--- src/rtl/riscv_pipe_pkg.sv ---
// Shared definitions for the RISC-V pipeline registers.
// This covers the control-word layout, the control struct and the skid-buffer state names.
package riscv_pipe_pkg;

    localparam int CTRL_W    = 11;
    localparam int BR        = 10;
    localparam int MW        = 9;
    localparam int MR        = 8;
    localparam int M2R       = 7;
    localparam int ASRC      = 6;
    localparam int RW        = 5;
    localparam int ALUOP_LSB = 3;
    localparam int F3_LSB    = 0;

    typedef struct packed {
        logic       branch;
        logic       memwrite;
        logic       memread;
        logic       memtoreg;
        logic       alusrc;
        logic       regwrite;
        logic [1:0] aluop;
        logic [2:0] func3;
    } id_ex_ctrl_t;

    typedef enum logic [1:0] {
        EMPTY = 2'd0,
        FULL  = 2'd1,
        SKID  = 2'd2
    } pipe_state_e;

endpackage

--- src/rtl/pipe_skid_buf.sv ---
// Generic valid/ready register stage with a one-entry skid buffer and a flush.
// in_ready is derived only from registered state, so it never depends on out_ready.
module pipe_skid_buf
    import riscv_pipe_pkg::*;
#(
    parameter int WIDTH = 8
) (
    input  logic             clk,
    input  logic             rst_n,
    input  logic             flush,
    input  logic             in_valid,
    output logic             in_ready,
    input  logic [WIDTH-1:0] in_data,
    output logic             out_valid,
    input  logic             out_ready,
    output logic [WIDTH-1:0] out_data,
    output pipe_state_e      state
);

    pipe_state_e      state_q;
    logic [WIDTH-1:0] main_q;
    logic [WIDTH-1:0] skid_q;
    logic             in_fire;
    logic             out_fire;

    assign in_ready  = (state_q != SKID) & rst_n;
    assign out_valid = (state_q != EMPTY);
    assign out_data  = main_q;
    assign state     = state_q;
    assign in_fire   = in_valid & in_ready;
    assign out_fire  = out_valid & out_ready;

    // Flush clears whole entries, not only control, so a bubble never carries stale state.
    always_ff @(posedge clk) begin
        if (!rst_n || flush) begin
            state_q <= EMPTY;
            main_q  <= '0;
            skid_q  <= '0;
        end else begin
            case (state_q)
                EMPTY: begin
                    if (in_fire) begin
                        main_q  <= in_data;
                        state_q <= FULL;
                    end
                end
                FULL: begin
                    if (in_fire && out_fire) begin
                        main_q <= in_data;
                    end else if (in_fire) begin
                        skid_q  <= in_data;
                        state_q <= SKID;
                    end else if (out_fire) begin
                        state_q <= EMPTY;
                    end
                end
                SKID: begin
                    if (out_fire) begin
                        main_q  <= skid_q;
                        state_q <= FULL;
                    end
                end
                default: state_q <= EMPTY;
            endcase
        end
    end

endmodule

--- src/rtl/id_ex_pipe_reg.sv ---
// ID->EX pipeline register: payload through a skid buffer, control gated to zero on
// bubbles, plus a saturating count of cycles where EX back-pressures a valid instruction.
module id_ex_pipe_reg
    import riscv_pipe_pkg::*;
#(
    parameter int XLEN    = 64,
    parameter int RADDR_W = 5,
    parameter int FUNC_W  = 4,
    parameter int CNT_W   = 16
) (
    input  logic               clk,
    input  logic               rst_n,
    input  logic               flush,
    input  logic               in_valid,
    output logic               in_ready,
    input  logic [CTRL_W-1:0]  in_ctrl,
    input  logic [XLEN-1:0]    in_pc,
    input  logic [XLEN-1:0]    in_rd1,
    input  logic [XLEN-1:0]    in_rd2,
    input  logic [XLEN-1:0]    in_imm,
    input  logic [FUNC_W-1:0]  in_func,
    input  logic [RADDR_W-1:0] in_rd,
    output logic               out_valid,
    input  logic               out_ready,
    output logic [CTRL_W-1:0]  out_ctrl,
    output logic [XLEN-1:0]    out_pc,
    output logic [XLEN-1:0]    out_rd1,
    output logic [XLEN-1:0]    out_rd2,
    output logic [XLEN-1:0]    out_imm,
    output logic [FUNC_W-1:0]  out_func,
    output logic [RADDR_W-1:0] out_rd,
    output logic [CNT_W-1:0]   stall_cnt,
    output pipe_state_e        dbg_state
);

    localparam int PAY_W = CTRL_W + 4 * XLEN + FUNC_W + RADDR_W;

    logic [PAY_W-1:0]  in_pay;
    logic [PAY_W-1:0]  out_pay;
    logic [CTRL_W-1:0] ctrl_held;
    logic [CNT_W-1:0]  stall_q;
    logic [CNT_W-1:0]  stall_d;

    assign in_pay = {in_ctrl, in_pc, in_rd1, in_rd2, in_imm, in_func, in_rd};

    pipe_skid_buf #(
        .WIDTH (PAY_W)
    ) u_skid (
        .clk       (clk),
        .rst_n     (rst_n),
        .flush     (flush),
        .in_valid  (in_valid),
        .in_ready  (in_ready),
        .in_data   (in_pay),
        .out_valid (out_valid),
        .out_ready (out_ready),
        .out_data  (out_pay),
        .state     (dbg_state)
    );

    assign {ctrl_held, out_pc, out_rd1, out_rd2, out_imm, out_func, out_rd} = out_pay;

    // A bubble must never present memwrite/regwrite, whatever the stored word holds.
    assign out_ctrl = out_valid ? ctrl_held : '0;

    always_comb begin
        stall_d = stall_q;
        if (out_valid && !out_ready && !(&stall_q)) begin
            stall_d = stall_q + CNT_W'(1);
        end
    end

    always_ff @(posedge clk) begin
        if (!rst_n) begin
            stall_q <= '0;
        end else begin
            stall_q <= stall_d;
        end
    end

    assign stall_cnt = stall_q;

endmodule

--- config.mk ---
export PLATFORM = sky130hd
export DESIGN_NAME = id_ex_pipe_reg
export DESIGN_NICKNAME = d
export VERILOG_FILES = /design/src/rtl/riscv_pipe_pkg.sv /design/src/rtl/pipe_skid_buf.sv /design/src/rtl/id_ex_pipe_reg.sv
export SDC_FILE = /design/constraint.sdc
export NUM_CORES = 1
export LEC_CHECK = 0
export ABC_AREA = 1
export CAP_MARGIN = 25
export CORE_ASPECT_RATIO = 1.4
export CORE_MARGIN = 10
export CORE_UTILIZATION = 54
export DETAILED_ROUTE_END_ITERATION = 8
export PLACE_DENSITY_LB_ADDON = 0.2
export SLEW_MARGIN = 40
export SYNTH_ARGS = -nofsm -noshare
export SYNTH_HDL_FRONTEND = slang
export SYNTH_SLANG_ARGS = --single-unit
--- constraint.sdc ---
create_clock -name clk -period 2.4 [get_ports clk]
set_input_delay 0.6 -clock clk [delete_from_list [all_inputs] [get_ports clk]]
set_output_delay 0.6 -clock clk [all_outputs]
set_load 0.005 [all_outputs]
======== After elaboration in Yosys (flattened, before gate mapping) ========
Index checks and enable logic that the tools add are counted.
Widths: inputs -> output; s select.
word-level totals
  output and inout bits ................... 296
  word-level logic and storage cells ...... 42
  register bits ........................... 570
cells by class
  equal/unequal tests ..................... 8
  add/sub/neg operators ................... 1
  reductions and logical operators ........ 14
  bitwise gates (word level) .............. 4
  muxes and demuxes ....................... 11
operator list
  kind                   count
  $mux 276               3
  $pmux 276 s3           1
  $add 16x1->16 const B  1
  $reduce_and 16->1      1
  $mux 11                1
  $mux 2                 5
  $reduce_and 4->1       2
  $ne 2x1->1 const B     3
  $pmux 2 s3             1
  $ne 2x2->1 const B     2
  $and 1x1->1            3
  $logic_and 1x1->1      3
  $logic_not 1->1        3
  $ne 3x1->1 const B     1
  $reduce_and 3->1       1
  $reduce_bool 3->1      1
  $eq 2x1->1 const B     1
  $eq 2x2->1 const B     1
  $logic_not 2->1        1
  $reduce_bool 2->1      1
  $logic_or 1x1->1       1
  $not 1->1              1

======== Depth between registers and ports, before layout ========
Gate-level depths: netlist of run 1.
  word-level depth ........................ 6
  depth in mapped cells ................... 9

======== Cells and area by module ========
From an unflattened synthesis of run 1, not the netlist that was laid out.
second synthesis, totals
  cell total of the unflattened synthesis .. 4142
  area, all modules ....................... 26857.0 um^2
by module, submodules not included
  module          area an instance (um^2)  seq. area each (um^2)  times used  cells an instance
  pipe_skid_buf   25861.1                  11090.6                1           3974
  id_ex_pipe_reg  996.0                    320.3                  1           168

======== Worst setup path after synthesis of run 1 ========
No wires, ideal clock.
  path type ............................... register to output
  from .................................... register u_skid.state_q[0], in the netlist u_skid.state[0]
  to ...................................... output in_ready
  stages on the path, launching flop included .. 7
  arrival ................................. 1.074 ns
  path buffers ............................ 2
  slack ................................... 0.726 ns
  data required time ...................... 1.800 ns
  cells stage by stage .................... dfxtp_1 -> inv_2 -> nand2_1 -> buf_2 -> inv_1 -> clkbuf_1 -> nor2_1
between the ends
  longest elaborated chain between the ends .. 2
ends and longest elaborated chain
  what                      RTL line              RTL
  start: declaration        pipe_skid_buf.sv:20   pipe_state_e state_q;
  start signal: assignment  pipe_skid_buf.sv:36   state_q <= EMPTY;
  start signal: assignment  pipe_skid_buf.sv:44   state_q <= FULL;
  start signal: assignment  pipe_skid_buf.sv:52   state_q <= SKID;
  $ne 2x2->1                pipe_skid_buf.sv:26   assign in_ready = (state_q != SKID) & rst_n;
  $and 1x1->1               pipe_skid_buf.sv:26
  end: declaration          id_ex_pipe_reg.sv:15  output logic in_ready,
Every way passes these cells.

======== Worst setup path in the final report of run 1 ========
  from .................................... register stall_q[10], in the netlist stall_cnt[10]
  to ...................................... output stall_cnt[10]
RTL lines
  what                      RTL line              RTL
  start: declaration        id_ex_pipe_reg.sv:41  logic [CNT_W-1:0] stall_q;
  start signal: assignment  id_ex_pipe_reg.sv:77  stall_q <= stall_d;
  end: declaration          id_ex_pipe_reg.sv:32  output logic [CNT_W-1:0] stall_cnt,
No word-level cell between the ends.

==> results of run 1 <==
power by group:
part | leakage (nW) | total [mW] | internal (mW) | switching, mW
logic | 6.83 | 1.97 | 1.05 | 0.923
clock network | 0.915 | 8.75 | 5.10 | 3.65
registers | 4.62 | 9.75 | 9.64 | 0.110
cell families after synthesis:
logic type,count (synthesis),share of synthesized area [%]
xor gates and xnor gates,6,0.211
AOI/OAI and AO/OA,1052,21.8
DFF,570,45.8
adders and majority gates,1,0.0502
and+or+nand+nor,1021,15.7
buffers and inverters,778,16.4
cells in the final DEF, fill, tap and decap left out:
| master | Yosys | routed |
|---|---|---|
| nand4_1 | 6 | 6 |
| nand2_8 | 0 | 2 |
| a211oi_1 | 1 | 1 |
| diode_2 | 0 | 24 |
| buf_4 | 269 | 53 |
| clkinvlp_4 | 0 | 1 |
| clkbuf_16 | 0 | 57 |
| a21oi_1 | 259 | 259 |
| inv_1 | 265 | 265 |
| nor2_4 | 0 | 2 |
| xor2_1 | 3 | 3 |
| clkbuf_8 | 0 | 11 |
| dlymetal6s2s_1 | 0 | 1 |
| dfxtp_1 | 570 | 568 |
| clkinv_2 | 0 | 16 |
| clkdlybuf4s50_1 | 0 | 562 |
| buf_12 | 0 | 38 |
| dfxtp_4 | 0 | 2 |
| nand2_1 | 378 | 377 |
| dlygate4sd2_1 | 0 | 13 |
| inv_8 | 0 | 1 |
| ha_1 | 1 | 1 |
| buf_6 | 0 | 1 |
| clkbuf_1 | 122 | 12 |
| nor3_1 | 1 | 1 |
| bufinv_16 | 0 | 4 |
| nand3_1 | 42 | 42 |
| o21ai_0 | 730 | 730 |
| nor2_2 | 3 | 4 |
| a21oi_4 | 1 | 1 |
| nor2_1 | 589 | 586 |
| inv_2 | 2 | 1 |
| o211a_1 | 30 | 30 |
| nor3b_1 | 1 | 1 |
| xnor2_1 | 3 | 3 |
| o21ai_1 | 31 | 31 |
sequential cells by signal, indices dropped and copies added (netlist names):
signal and cells:
u_skid.skid_q 276, stall_cnt 16, u_skid.state 2, u_skid.out_data 276
through the flow:
| step | power (mW) | instance area [um2] |
|---|---|---|
| CTS | 20.6 | 31400 |
| global route | 21.2 | 31500 |
| detailed placement | 11.9 | 29500 |
| finish | 20.5 | 31500 |
| floorplan | 10.9 | 24900 |
| global placement | 11.9 | 29500 |
worst reg2reg max path, cell delays in order, from the launching register on:
cell,delay (ns)
dfxtp_4,0.39
inv_2,0.07
nand2_8,0.07
buf_4,0.22
buf_12,0.40
buf_4,0.56
nand2_1,0.12
nand2_1,0.10
o21ai_0,0.09
a21oi_1,0.11
synthesized netlist by cell type:
library cell / count / share of area (%)
clkbuf_1: 122 / 1.8
inv_1: 265 / 4.0
buf_2: 120 / 2.4
xnor2_1: 3 / 0.11
a21oi_1: 259 / 5.2
nand3_1: 42 / 0.84
nand4_1: 6 / 0.15
xor2_1: 3 / 0.11
ha_1: 1 / 0.050
nand2_2: 1 / 0.025
nor2_1: 589 / 8.9
o211a_1: 30 / 1.2
nor3b_1: 1 / 0.030
dfxtp_1: 570 / 46
o21ai_0: 730 / 15
o21ai_1: 31 / 0.62
buf_4: 269 / 8.1
nor3_1: 1 / 0.020
nand2_1: 378 / 5.7
nor2_2: 3 / 0.075
a211oi_1: 1 / 0.030
inv_2: 2 / 0.030
a21oi_4: 1 / 0.065
layer usage:
layer	track usage (%)	part of all wire, %	up-vias
met1	29.2	38	10800
met5	0	0.093	-
met2	46.2	50	797
met3	7.57	7.7	153
li1	-	-	11200
met4	13.1	4.0	10
layout make-up:
| class | instances | area, um2 | share of cell area, % |
|---|---|---|---|
| Tap cell | 617 | 772 | 2.45 |
| Clock buffer | 80 | 1620 | 5.16 |
| Inverter | 267 | 1010 | 3.21 |
| Clock inverter | 21 | 208 | 0.660 |
| Multi-Input combinational cell | 2080 | 9460 | 30.1 |
| Timing Repair Buffer | 668 | 6920 | 22.0 |
| Antenna cell | 24 | 60.1 | 0.191 |
| Sequential cell | 570 | 11400 | 36.3 |
how the worst min path moves through the flow:
stage	cells after the start	endpoint	slack, ns	start
finish	2	u_skid.skid_q[158]	0.44	u_skid.skid_q[158]
global route	2	u_skid.skid_q[199]	0.46	u_skid.skid_q[199]
CTS	2	u_skid.skid_q[16]	0.45	u_skid.skid_q[16]
detailed placement	2	u_skid.skid_q[16]	0.44	u_skid.skid_q[16]
global placement	2	u_skid.skid_q[161]	0.43	u_skid.skid_q[161]
floorplan	2	u_skid.skid_q[0]	0.42	u_skid.skid_q[0]
timing repair:
action	4_1_cts	5_1_grt
resized for setup	21	2
pin swaps	2	0
buffers inserted	3	0
endpoints found under the setup margin	14	2
==> reports/results.ini, run 1 <==
[run_status]
status=finished clean

[floorplanning]
die-width_um=201
core-area_um2=45800
dieArea_um2=55200
start_util_pct=54.3
io_pins=577
rows=93
fp.dieH_um=274

[worst_setup_path]
cp_slowest_cell=clkdlybuf4s50_1
cpLargestDelayFamily=buffers and inverters
crit_arrival_ns=1.73
crit_path_end_kind=primary output
critPathBufInv=1
cp-start-kind=register
crit_chain=clkdlybuf4s50_1
r2r_cells=9
crit_type=reg -> out
timing.rr.end=u_skid.out_data[274]
crit_start=stall_cnt[10]
critPathCapture=stall_cnt[10]
r2r_start=u_skid.state[0]
critPathMaxStageDelay_ns=0.74
cp_num_cells=1
rrSetupSlack_ns=0.21
cp_data_required_time_ns=1.80
path_max_fanout=6

[synth]
yosys_warnings=0
syn_inst=3428
synth-seq-cells=570
avgSynthCellArea_um2=7.26
syn-num-nets=3710
synth_area_um2=24900
ys_types=23
synth_seq_area_share_pct=45.8

[clocking]
cts_buffer_depth=3
path_clk_slew_ns=0.06
clk_latency_ns=0.58
cts_tree=yes
root_buffer=clkbuf_16
holdBufCountCts=0
clkSinkCount=570
cts_max_level=2
cts-buffers-inserted=54

[route]
wl_per_cell_um=17.9
vias=22900
drt-vias-per-instance=5.30
drt_iter0_markers=1640
drc=0
ant_nets=0
drt-total-wl_um=77600
firstDrtPassIters=6

[pwr]
ir_worst_vdd_mv=0.617
p_leak_nw=12.4
p_per_area_nw_per_um2=651

[finish]
synthToLayoutAreaGrowth_pct=26.4
drive_gt1_share_pct=5.26
fin_cells=4327
final_nets=3923
postLayoutCoreUtil_pct=68.6
n_fill_cell=3861

[sta]
setup_slack_ns=0.0668
clock.fmax_ghz=0.429
slew_viol_final=0
grt_setup_unrepaired=no
timing.final.crit_period_ns=2.33
final-setup-viol-count=0
fin_crit_sh_pct=97.2
fin_setup_tns_ns=0
clock-skew-final_ns=0.0209
whs_ns=0.444
hold_viol=0
worst_slew_pin_slew_ns=0.650
slew_headroom_pct=56.7

[grt]
grt_antenna_before_repair=28
groute.usage.overall_pct=26.6
grt_pass1_vias=22000
grt_max_degree=146
grt_overflow=0
grt_pass1_wl_um=120000

[placement]
dp.cells=4199
hpwl_um=54900
post-place-ws_ns=-0.196
io_buffer_count=576
place_congestion=0.868

[run]
maxCapViolations=0

[hold_path]
hold_path.class=reg -> reg

Power figures use the tool's default switching activity.
==> run 2: changes to the inputs <==
--- a/config.mk
+++ b/config.mk
@@ -6,13 +6,14 @@
 export NUM_CORES = 1
 export LEC_CHECK = 0
 export ABC_AREA = 1
-export CAP_MARGIN = 25
 export CORE_ASPECT_RATIO = 1.4
 export CORE_MARGIN = 10
-export CORE_UTILIZATION = 54
+export CORE_UTILIZATION = 55
+export CTS_CLUSTER_DIAMETER = 50
 export DETAILED_ROUTE_END_ITERATION = 8
 export PLACE_DENSITY_LB_ADDON = 0.2
 export SLEW_MARGIN = 40
 export SYNTH_ARGS = -nofsm -noshare
 export SYNTH_HDL_FRONTEND = slang
+export SYNTH_HIERARCHICAL = 1
 export SYNTH_SLANG_ARGS = --single-unit
==> run 2 against run 1 <==
Clock power rose by 13%. Global-route usage rose by 3.9 points. Via count rose by 26%. Synthesized cell count rose by 21%. Non-clock buffer count rose by 61. Routed wire length rose by 22%. Worst hold slack improved by 0.033 ns. Flip-flop and latch count did not move. Cell count rose by 22%. Critical path depth rose by 5. Critical endpoint is now out_ctrl[9]. Largest power group is now the clock network.
==> reports/results.ini, run 2 <==
[synth]
synth-seq-cells=570
synth_top_area_share_pct=42.5
avgSynthCellArea_um2=6.48
yosysTopAreaCell=dfxtp_1
synth_edf_count=0
synth_seq_area_share_pct=42.5
ys_top_cells_by_area=dfxtp_1, nand2_1, nand3_1, nor2_1, a21oi_1
async_reset_ff_share_pct=0
synthFlopType=dfxtp_1
syn-num-nets=4424
syn_inst=4142
synthTopCellsByCount=nand2_1, nor2_1, nand3_1
yosys_warnings=6
synth_most_common_cell=nand2_1
ys_types=24
synth_area_um2=26900

[finish]
final_nets=4840
synthToLayoutAreaGrowth_pct=34.7
multi_input_area_um2=12800
regArea_um2=11400
n_fill_cell=3814
mostFrequentLayoutCells=nand2_1, nor2_1, nand3_1
drive_gt1_share_pct=5.80
postLayoutCoreUtil_pct=75.2
final_common_cell=nand2_1

[worst_setup_path]
timing.rr.end=u_skid/skid_q[216]
crit_chain=inv_2 > nand2_4 > buf_6 > nand2_1 > inv_1 > dlygate4sd2_1
crit_start=u_skid/state[1]
cp-start-kind=register
critPathMaxStageDelay_ns=0.34
rrSetupSlack_ns=0.33
cp_data_required_time_ns=1.80
r2r_cells=9
cp_num_cells=6
cpLargestDelayFamily=buffers and inverters
crit_arrival_ns=1.75
critPathCapture=out_ctrl[9]
r2r_start=u_skid/state[1]
crit_type=reg -> out
crit_path_end_kind=primary output
cp_slowest_cell=dfxtp_4
critPathBufInv=4
path_max_fanout=8

[hold_path]
holdPathStages=2
hold_path.class=reg -> reg

[route]
ant_nets=0
firstDrtPassIters=8
drt-total-wl_um=94600
drt-vias-per-instance=5.51
vias=29000
drc=0
drt_iter0_markers=2319
wl_per_cell_um=18.0

[sta]
fin_crit_sh_pct=97.7
slew_headroom_pct=53.4
final-setup-viol-count=0
clock-skew-final_ns=0.0188
grt_setup_unrepaired=no
clock.fmax_ghz=0.426
hold_viol=0
worst_slew_pin_slew_ns=0.699
slew_viol_final=0
timing.final.crit_period_ns=2.35

[pwr]
ir_worst_vdd_mv=0.582
p_per_area_nw_per_um2=613
p_total_mw=22.2
p_leak_nw=15.9

[floorplanning]
start_util_pct=55.8
rows=95
fp.dieH_um=281
dieArea_um2=58200
die-width_um=207
core-area_um2=48100
io_pins=577

[grt]
grt_pass1_wl_um=144000
grt_antenna_before_repair=48
grt_overflow=0
grt_pass1_vias=26300
groute.usage.overall_pct=30.4
grt_max_degree=126

[clocking]
clk_latency_ns=0.61
cts_tree=yes
path_clk_slew_ns=0.06
cts_buffer_depth=3
cts-buffers-inserted=54
clkSinkCount=570
cts_max_level=2
root_buffer=clkbuf_16

[placement]
hpwl_um=62900
place_congestion=0.897
io_buffer_count=576

[run_status]
status=finished clean

[run]
maxCapViolations=0

==> run 2: changes by cell type in the layout (fill, tap and decap cells not counted), moves of 9 or more <==
cell       previous run  this run
o211a_1              30         0
diode_2              24        35
bufinv_16             4        13
buf_4                53        72
o21ai_1              31         3
nand2_1             377       877
inv_1               265       296
o21ai_0             730       273
nand3_1              42       571
a21oi_1             259       290
buf_12               38        80
nor3_1                1       277
==> run 2: area by class of cell <==
class                   count  share of cell area (%)
diodes                     35                   0.242
clock buffers              73                    4.38
clock inverters            27                    1.30
inverters                 299                    3.12
multi-input cells        2904                    35.4
flip-flops and latches    570                    31.6
well taps                 630                    2.18
repair buffers            729                    21.8
==> run 2: through the flow <==
stage | setup TNS, ns | cells | setup WS [ns] | hold slack [ns] | area [um2]
final | 0 | 5267 | 0.0545 | 0.477 | 36200
after global routing | 0 | 5264 | 0.00839 | 0.502 | 36200
after CTS | 0 | 5232 | 0.0290 | 0.482 | 36100
after detailed placement | -0.223 | 5132 | -0.0439 | 0.466 | 34000
after global placement | -0.112 | 5132 | -0.0368 | 0.459 | 34000
after floorplan | 0 | 4142 | 0.680 | 0.452 | 26900
==> run 2: power breakdown <==
group          switching [mW]  internal, mW  total, mW
Clock                    3.84          6.01       9.86
Combinational            1.31          1.28       2.59
Sequential              0.108          9.64       9.74
Total                    5.26          16.9       22.2
==> run 2: metal layers <==
layer	global-route usage (%)	up-vias	routed length, um
met5	0	-	186
met2	48.7	1255	44700
met1	36.1	13300	35800
met4	16.9	30	4830
li1	-	14200	-
met3	8.53	228	9140
==> run 2: how the worst min path moves through the flow <==
stage	from	endpoint	slack [ns]
after floorplan	u_skid/out_data[266]	u_skid/out_data[266]	0.45
after detailed placement	u_skid/out_data[108]	u_skid/out_data[108]	0.47
after CTS	u_skid/out_data[116]	u_skid/out_data[116]	0.48
after global placement	u_skid/out_data[197]	u_skid/out_data[197]	0.46
after global routing	u_skid/out_data[127]	u_skid/out_data[127]	0.50
final	u_skid/out_data[111]	u_skid/out_data[111]	0.48
==> run 2: cells by family after synthesis <==
logic type / count (synthesis) / share of synthesized area (%)
AND/OR/NAND/NOR: 2335 / 36.8
buffers and inverters: 668 / 10.1
flip-flops: 570 / 42.5
AO/OA/AOI/OAI: 568 / 10.6
adder cells (fa/ha/maj): 1 / 0.0466
==> run 2: repair_timing <==
item                       CTS  global route
hold buffers                 0             0
setup endpoints to repair   14             0
gates resized for setup     18             0
buffers inserted             0             0
==> run 2: worst reg2reg max path, cell delays in order, from the launching register on <==
cell	delay, ns
dfxtp_4	0.34
buf_4	0.19
nand2_8	0.24
nand3_4	0.17
buf_12	0.18
nor2_4	0.17
buf_12	0.19
buf_12	0.20
o21ai_0	0.15
nor2_1	0.14
